===== src/rtl/vga_paddle_ctrl.sv =====
// Paddle controller for a VGA scan: buttons steer a horizontal bar, position updates once per frame tick.
// Optional macro PADDLE_ACCEL_EN enables speed ramping from STEP_MIN to STEP_MAX while a direction is held.
module vga_paddle_ctrl #(
    parameter int BAR_WIDTH   = 64,
    parameter int BAR_TOP     = 470,
    parameter int BAR_BOTTOM  = 475,
    parameter int MAX_X       = 640,
    parameter int TICK_Y      = 481,
    parameter int STEP_MIN    = 2,
    parameter int STEP_MAX    = 8,
    parameter int RAMP_FRAMES = 8
) (
    input  logic       clock,
    input  logic       reset,
    input  logic [9:0] pixel_x,
    input  logic [9:0] pixel_y,
    input  logic       btn_l_n,
    input  logic       btn_r_n,
    input  logic       enable,
    output logic       bar_pix,
    output logic [9:0] bar_left,
    output logic [9:0] bar_right,
    output logic       moving
);

    typedef enum logic [1:0] {IDLE, RAMP, CRUISE} state_t;
    typedef enum logic [1:0] {DIR_NONE, DIR_LEFT, DIR_RIGHT} dir_t;

    localparam logic [10:0] LIMIT_R    = 11'(MAX_X - BAR_WIDTH);
    localparam logic [9:0]  CENTER     = 10'((MAX_X - BAR_WIDTH) / 2);
    localparam logic [9:0]  WIDTH_M1   = 10'(BAR_WIDTH - 1);
    localparam logic [9:0]  ROW_TOP    = 10'(BAR_TOP);
    localparam logic [9:0]  ROW_BOTTOM = 10'(BAR_BOTTOM);
    localparam logic [9:0]  ROW_TICK   = 10'(TICK_Y);
    localparam logic [10:0] STEP_MIN_W = 11'(STEP_MIN);
    localparam logic [10:0] STEP_MAX_W = 11'(STEP_MAX);
    localparam logic [7:0]  CNT_LAST   = 8'(RAMP_FRAMES - 1);

    // Clamped move in 11-bit arithmetic so underflow/overflow never wraps.
    function automatic logic [9:0] moveBar(input logic [9:0] pos, input logic [10:0] stepSize,
                                           input dir_t dir);
        logic [10:0] wide;
        wide = {1'b0, pos};
        moveBar = pos;
        if (dir == DIR_LEFT) begin
            if (wide < stepSize) moveBar = '0;
            else                 moveBar = 10'(wide - stepSize);
        end else if (dir == DIR_RIGHT) begin
            if (wide + stepSize > LIMIT_R) moveBar = LIMIT_R[9:0];
            else                           moveBar = 10'(wide + stepSize);
        end
    endfunction

    logic   btnLMeta_p0, btnLSync_p1, btnRMeta_p0, btnRSync_p1;
    logic   cond, condQ, tick;
    dir_t   dirNow, curDir, dirNext;
    state_t state, stateNext;
    logic [10:0] step, stepNext, moveStep;
    logic [7:0]  rampCnt, cntNext;
    logic [9:0]  leftNext;
    dir_t        moveDir;

    // Stage p0/p1: two-flop synchronizers, released (high) out of reset
    always_ff @(posedge clock or posedge reset) begin
        if (reset) begin
            btnLMeta_p0 <= 1'b1;
            btnLSync_p1 <= 1'b1;
            btnRMeta_p0 <= 1'b1;
            btnRSync_p1 <= 1'b1;
        end else begin
            btnLMeta_p0 <= btn_l_n;
            btnLSync_p1 <= btnLMeta_p0;
            btnRMeta_p0 <= btn_r_n;
            btnRSync_p1 <= btnRMeta_p0;
        end
    end

    assign cond = (pixel_y == ROW_TICK) && (pixel_x == 10'd0);
    assign tick = cond && !condQ;

    always_ff @(posedge clock or posedge reset) begin
        if (reset) condQ <= 1'b0;
        else       condQ <= cond;
    end

    always_comb begin
        dirNow = DIR_NONE;
        if (!btnLSync_p1 && btnRSync_p1)      dirNow = DIR_LEFT;
        else if (btnLSync_p1 && !btnRSync_p1) dirNow = DIR_RIGHT;
    end

    always_comb begin
        stateNext = state;
        dirNext   = curDir;
        stepNext  = step;
        cntNext   = rampCnt;
        moveStep  = STEP_MIN_W;
        moveDir   = DIR_NONE;
        if (!enable) begin
            stateNext = IDLE;
        end else if (tick) begin
            case (state)
                IDLE: begin
                    if (dirNow != DIR_NONE) begin
                        stateNext = RAMP;
                        dirNext   = dirNow;
                        stepNext  = STEP_MIN_W;
                        cntNext   = '0;
                        moveDir   = dirNow;
                    end
                end
                RAMP, CRUISE: begin
                    if (dirNow == DIR_NONE) begin
                        stateNext = IDLE;
                    end else if (dirNow != curDir) begin
                        stateNext = RAMP;
                        dirNext   = dirNow;
                        stepNext  = STEP_MIN_W;
                        cntNext   = '0;
                        moveDir   = dirNow;
                    end else if (state == CRUISE) begin
                        moveDir  = curDir;
                        moveStep = STEP_MAX_W;
                    end else begin
                        moveDir  = curDir;
                        moveStep = step;
                        if (rampCnt + 8'd1 == CNT_LAST) begin
                            cntNext = '0;
`ifdef PADDLE_ACCEL_EN
                            stepNext = step + 11'd1;
                            if (step + 11'd1 == STEP_MAX_W) stateNext = CRUISE;
`endif
                        end else begin
                            cntNext = rampCnt + 8'd1;
                        end
                    end
                end
                default: stateNext = IDLE;
            endcase
        end
        // A move clamped at a wall still commits the state/counter updates above.
        leftNext = moveBar(bar_left, moveStep, moveDir);
    end

    // Stage p1: state and position registers, new position visible one clock after the tick edge
    always_ff @(posedge clock or posedge reset) begin
        if (reset) begin
            state    <= IDLE;
            curDir   <= DIR_NONE;
            step     <= STEP_MIN_W;
            rampCnt  <= '0;
            bar_left <= CENTER;
        end else begin
            state    <= stateNext;
            curDir   <= dirNext;
            step     <= stepNext;
            rampCnt  <= cntNext;
            bar_left <= leftNext;
        end
    end

    assign bar_right = bar_left + WIDTH_M1;
    assign moving    = (state != IDLE);
    assign bar_pix   = (pixel_x >= bar_left) && (pixel_x <= bar_right) &&
                       (pixel_y >= ROW_TOP) && (pixel_y <= ROW_BOTTOM);

endmodule


===== config.mk =====
export PLATFORM = sky130hd
export DESIGN_NAME = vga_paddle_ctrl
export DESIGN_NICKNAME = d
export VERILOG_FILES = /design/src/rtl/vga_paddle_ctrl.sv
export SDC_FILE = /design/constraint.sdc
export NUM_CORES = 1
export LEC_CHECK = 0
export CAP_MARGIN = 20
export CORE_MARGIN = 1
export CORE_UTILIZATION = 49
export DETAILED_ROUTE_END_ITERATION = 16
export PLACE_DENSITY_LB_ADDON = 0.05
export SYNTH_ARGS = -nofsm -noshare
export SYNTH_HDL_FRONTEND = slang
export SYNTH_SLANG_ARGS = --single-unit

===== constraint.sdc =====
create_clock -name clock -period 4.3 [get_ports clock]
set_input_delay 0.645 -clock clock [delete_from_list [all_inputs] [get_ports clock]]
set_output_delay 0.645 -clock clock [all_outputs]
set_load 0.01 [all_outputs]

Word-level counts from Yosys, hierarchy flattened --
Cells that the tools add are included.
Cells by class: $add $sub $neg 3, order comparisons 6, eq/ne operators 12, muxes and demuxes 31, reduce and logical (&&, ||, !) cells 21
Operators by type and width (count):
- $mux W11 | 9
- $mux W10 | 4
- $mux W2 | 14
- $pmux W11 S2 | 1
- $pmux W2 S2 | 3
- $add A10 B11 Y11 | 1
- $gt A11 B10 Y1 const B | 1
- $lt A10 B11 Y1 | 1
- $add A10 B6 Y10 const B | 1
- $eq A10 B9 Y1 const B | 1
- $ge A10 B10 Y1 | 1
- $ge A10 B9 Y1 const B | 1
- $le A10 B10 Y1 | 1
- $le A10 B9 Y1 const B | 1
- $logic_not A10 Y1 | 1
- $sub A10 B10 Y10 | 1
- $reduce_bool A2 Y1 | 4
- $logic_and A1 B1 Y1 | 7
- $ne A2 B2 Y1 const B | 3
- $reduce_and A6 Y1 | 1
- $reduce_and A5 Y1 | 1
- $eq A2 B1 Y1 const B | 2
- $eq A2 B2 Y1 const B | 2
- $logic_not A2 Y1 | 2
- 7 further kinds | 9
Word-level totals: register bits 30, input bits 25, output and inout bits 22, logic and storage cells 82

Longest topological paths before layout --
word-level depth 15, mapped depth 13, gate-level depth less buffers 13

Least setup slack after synthesis --
OpenSTA, ideal clock, no wires.
path kind reg-to-output, start register bar_left[3], end output bar_pix, data arrival time 2752 ps, slack 903 ps, stages on the path, launching flop included 13, path buffers 1, cells stage by stage dfrtp_1 -> clkbuf_1 -> nor3_1 -> nand3_1 -> xnor2_1 -> inv_1 -> ha_1 -> nand4_1 -> nor2_1 -> a21oi_1 -> o211ai_1 -> a2111oi_0 -> o21a_1
Between the ends: cells in the longest elaborated chain, start to end 5, elaborated cells between the ends (all ways) 6
Ends and longest elaborated chain:
- from (decl) | RTL line 21 | output logic [9:0] bar_left,
- from (signal assigned) | RTL line 158 | bar_left <= leftNext;
- $add A10 B6 Y10 | RTL line 162 | assign bar_right = bar_left + WIDTH_M1;
- net bar_right[6] | RTL line 22 | output logic [9:0] bar_right,
- $le A10 B10 Y1 | RTL line 164 | assign bar_pix = (pixel_x >= bar_left) && (pixel_x <= bar_right) &&
- $logic_and A1 B1 Y1 (2 in series) | RTL line 164
- $logic_and A1 B1 Y1 | RTL line 165 | (pixel_y >= ROW_TOP) && (pixel_y <= ROW_BOTTOM);
- to (decl) | RTL line 20 | output logic bar_pix,
The timed path passes the listed nets, and every way through them passes these cells.

Worst setup path in the final report --
start register bar_left[2], end output bar_pix
Between the ends: cells in the longest elaborated chain, start to end 5, elaborated cells between the ends (all ways) 6
Ends and longest elaborated chain (RTL line):
- $add A10 B6 Y10 | 162
- $le A10 B10 Y1 | 164
- $logic_and A1 B1 Y1 * (2 in series) | 164
- $logic_and A1 B1 Y1 * | 165
Mark *: on every way between the ends. The rest lies on a longest branch, timed or not.

==> run_results.csv <==
group,metric,value,unit
worst_setup_path,cp_slowest_cell,"clkdlybuf4s50_1",
layout,design_area,2300,um^2
yosys,ys_top_cells_by_area,"ha_1 19%, dfrtp_1 13%, dfstp_2 9.1%, inv_1 4.7%, xnor2_1 4.0%",
floorplanning,die_h,61.6,um
yosys,synth_cell_type_count,47,
power_and_ir_drop,p_leak,0.000931,uW
yosys,ys_async_sr_fraction,1.00,
layout,final_cells,309,
floorplanning,die_x,61.6,um
global_routing,grt_pass1_wl,7360,um
yosys,synth_edf_count,0,
timing,rsz0062_at_grt,"no",
timing,worstMarginPinSlew,0.600,ns
detailed_routing,drc,0,
power_and_ir_drop,p_per_area,124,nW/um^2
detailed_routing,drtPass1Iterations,4,
yosys,synthFlopType,"dfrtp_1",
floorplanning,die_area,3790,um^2
run,drv_cap,0,
timing,min_period,4.09,ns
outcome,outcome,"complete, no violations",
cts,h-tree-depth,1,
global_routing,grt-ovfl-total,0,
global_routing,grt_max_degree,17,
timing,tns,0,ns
worst_setup_path,cp-start-kind,"flip-flop",
timing,finalWorstSetupSlack,0.215,ns
floorplanning,core,3360,um^2
worst_setup_path,crit_arrival,3.44,ns
global_routing,track_usage,0.264,
cts,clkSinkCount,15,
place,postPlaceCellArea,2230,um^2
yosys,syn_nets,269,
place,hpwl,3660,um
layout,drive_gt1_frac,0.103,
global_routing,antenna_found_initial,0,
yosys,synthCells,218,
place,place_ws,0.172,ns
cts,insertion_delay,0.30,ns
worst_setup_path,critical_path.endpoint_type,"primary output",
worst_setup_path,cp_cell_sequence,"inv_2 -> ha_2 -> nor4b_4 -> nor2_1 -> xnor2_2 -> ha_1 -> nand4_1 -> nor2_1 -> a21oi_1 -> o211ai_1 -> a2111oi_1 -> o21a_1 -> clkdlybuf4s50_1",
detailed_routing,drt_iter0_markers,100,
worst_hold_path,hold_path.class,"reg -> reg",
timing,worst_clock_skew,0.00325,ns
detailed_routing,num_vias,1761,
worst_setup_path,max_stage_delay,0.52,ns
cts,cts_buffers,3,
yosys,syn_area_per_cell,7.98,um^2
yosys,ys_ff_latch,15,
layout,area_growth,32.0,%
yosys,netlist_area,1740,um^2
floorplanning,start_util,0.517,
timing,slew_headroom,0.596,
floorplanning,io_pins,47,
cts,cts_root_buffer,"clkbuf_4",
timing,final-setup-viol-count,0,
cts,clock_path_buffers,2,
timing,max_freq,0.245,GHz
detailed_routing,ant_nets,0,
cts,cts_tree,"yes",
timing,slew_viol_final,0,
worst_setup_path,crit_family,"compound AO/OA/AOI/OAI gates",
worst_setup_path,crit_top_cell,"nor2_1",
layout,diodes,0,
yosys,synth_common_cells,"26 x ha_1, 22 x inv_1, 17 x nor2_1, 16 x nand2_1",
detailed_routing,wl_per_cell,15.1,um
floorplanning,num_rows,21,
yosys,netlist.area_leader.share,0.187,
place,post-place-cells,304,
power_and_ir_drop,peakVddDrop,0.000116,V
timing,fin_crit_sh,0.950,
yosys,ys.warnings.count,0,
detailed_routing,wl,4680,um
global_routing,grt_pass1_vias,1544,
place,gp_congestion,0.938,
timing,hold_viol,0,
place,portBuffers,44,
cts,path_clk_slew,0.09,ns
layout,final_nets,315,
worst_setup_path,crit_type,"reg -> out",
yosys,synth_top_area_cell,"ha_1",
detailed_routing,vias_per_cell,5.70,
worst_setup_path,crit_required,3.65,ns
worst_setup_path,crit_fanout,7,
layout,nFillCells,312,
worst_setup_path,worst-path-buf-inv,2,
yosys,yosysMostFrequentCell,"ha_1",
yosys,yosysSeqAreaShare,0.220,
-- placed cells by master, fill, tap and decap left out, drive strengths merged, types with 5 or more instances in the layout --
| cell | n |
|---|---|
| a21oi | 11 |
| a31oi | 6 |
| buf | 6 |
| clkdlybuf4s50 | 44 |
| dfrtp | 9 |
| dfstp | 6 |
| ha | 26 |
| inv | 22 |
| nand2 | 16 |
| nand3 | 6 |
| nor2 | 17 |
| nor3 | 8 |
| nor4 | 5 |
| o21a | 6 |
| o21ai | 12 |
| xnor2 | 8 |
-- kinds of logic (layout without fill, tap and decap cells) --
group	count (synthesis)	in the layout	synth area share
xor+xnor	10	10	0.0504
flops	15	15	0.220
buf+inv	31	76	0.0734
simple gates	75	75	0.229
mux	3	3	0.0173
other cells	2	2	0.00432
compound gates	56	56	0.218
fa+ha+maj	26	26	0.187
-- repair_timing --
action                     CTS  global route
hold buffers                 0             0
setup endpoints to repair    1             1
gates resized for setup      2             6
setup buffers                1             0
-- layer usage --
| metal | part of all wire | track usage | up-vias |
|---|---|---|---|
| met3 | 0.080 | 0.0483 | 6 |
| li1 | - | - | 883 |
| met2 | 0.46 | 0.427 | 70 |
| met4 | 0.0081 | 0.0571 | 0 |
| met5 | 0 | 0 | - |
| met1 | 0.45 | 0.365 | 802 |
-- through the flow --
stage | util | hold WS, ns | power (uW)
finish | 0.683 | 0.363 | 285
CTS | 0.677 | 0.366 | 289
global placement | 0.663 | 0.349 | 201
detailed placement | 0.663 | 0.351 | 202
floorplan | - | 0.345 | 170
global route | 0.683 | 0.369 | 301
-- power breakdown --
group / switching [uW] / internal (uW) / leakage [uW]
sequential: 1.17 / 145 / 0.000178
combinational: 22.2 / 31.1 / 0.000736
clock: 51.3 / 34.7 / 0.0000177
total: 74.7 / 210 / 0.000931
-- sequential cells by signal, summed over array words and instances, names as in the netlist --
signal and cells:
bar_left 9, state 1, btnLSync_p1 1, btnRMeta_p0 1, condQ 1, btnLMeta_p0 1, btnRSync_p1 1
-- final timing paths --
kind | from | depth (start not counted) | endpoint | slack [ns]
max in group asynchronous | reset | 2 | bar_left[2] | 3.17
min in group asynchronous | reset | 2 | bar_left[4] | 0.70
hold reg to reg | btnLMeta_p0 | 0 | btnLSync_p1 | 0.36
setup / recovery | bar_left[2] | 13 | bar_pix | 0.21
setup reg to reg | btnLSync_p1 | 9 | bar_left[6] | 1.69
hold / removal | btnLMeta_p0 | 0 | btnLSync_p1 | 0.36
-- cell type report --
| cell class | count | area [um^2] | area share |
|---|---|---|---|
| timing repair buffer | 50 | 485 | 0.211 |
| sequential | 15 | 384 | 0.167 |
| multi-input combinational | 172 | 1260 | 0.548 |
| inverter | 22 | 82.6 | 0.0360 |
| clock inverter | 1 | 5.00 | 0.00218 |
| clock buffer | 3 | 22.5 | 0.00981 |
| tap | 46 | 57.6 | 0.0251 |
No activity file was read; power rests on OpenSTA's default activity.
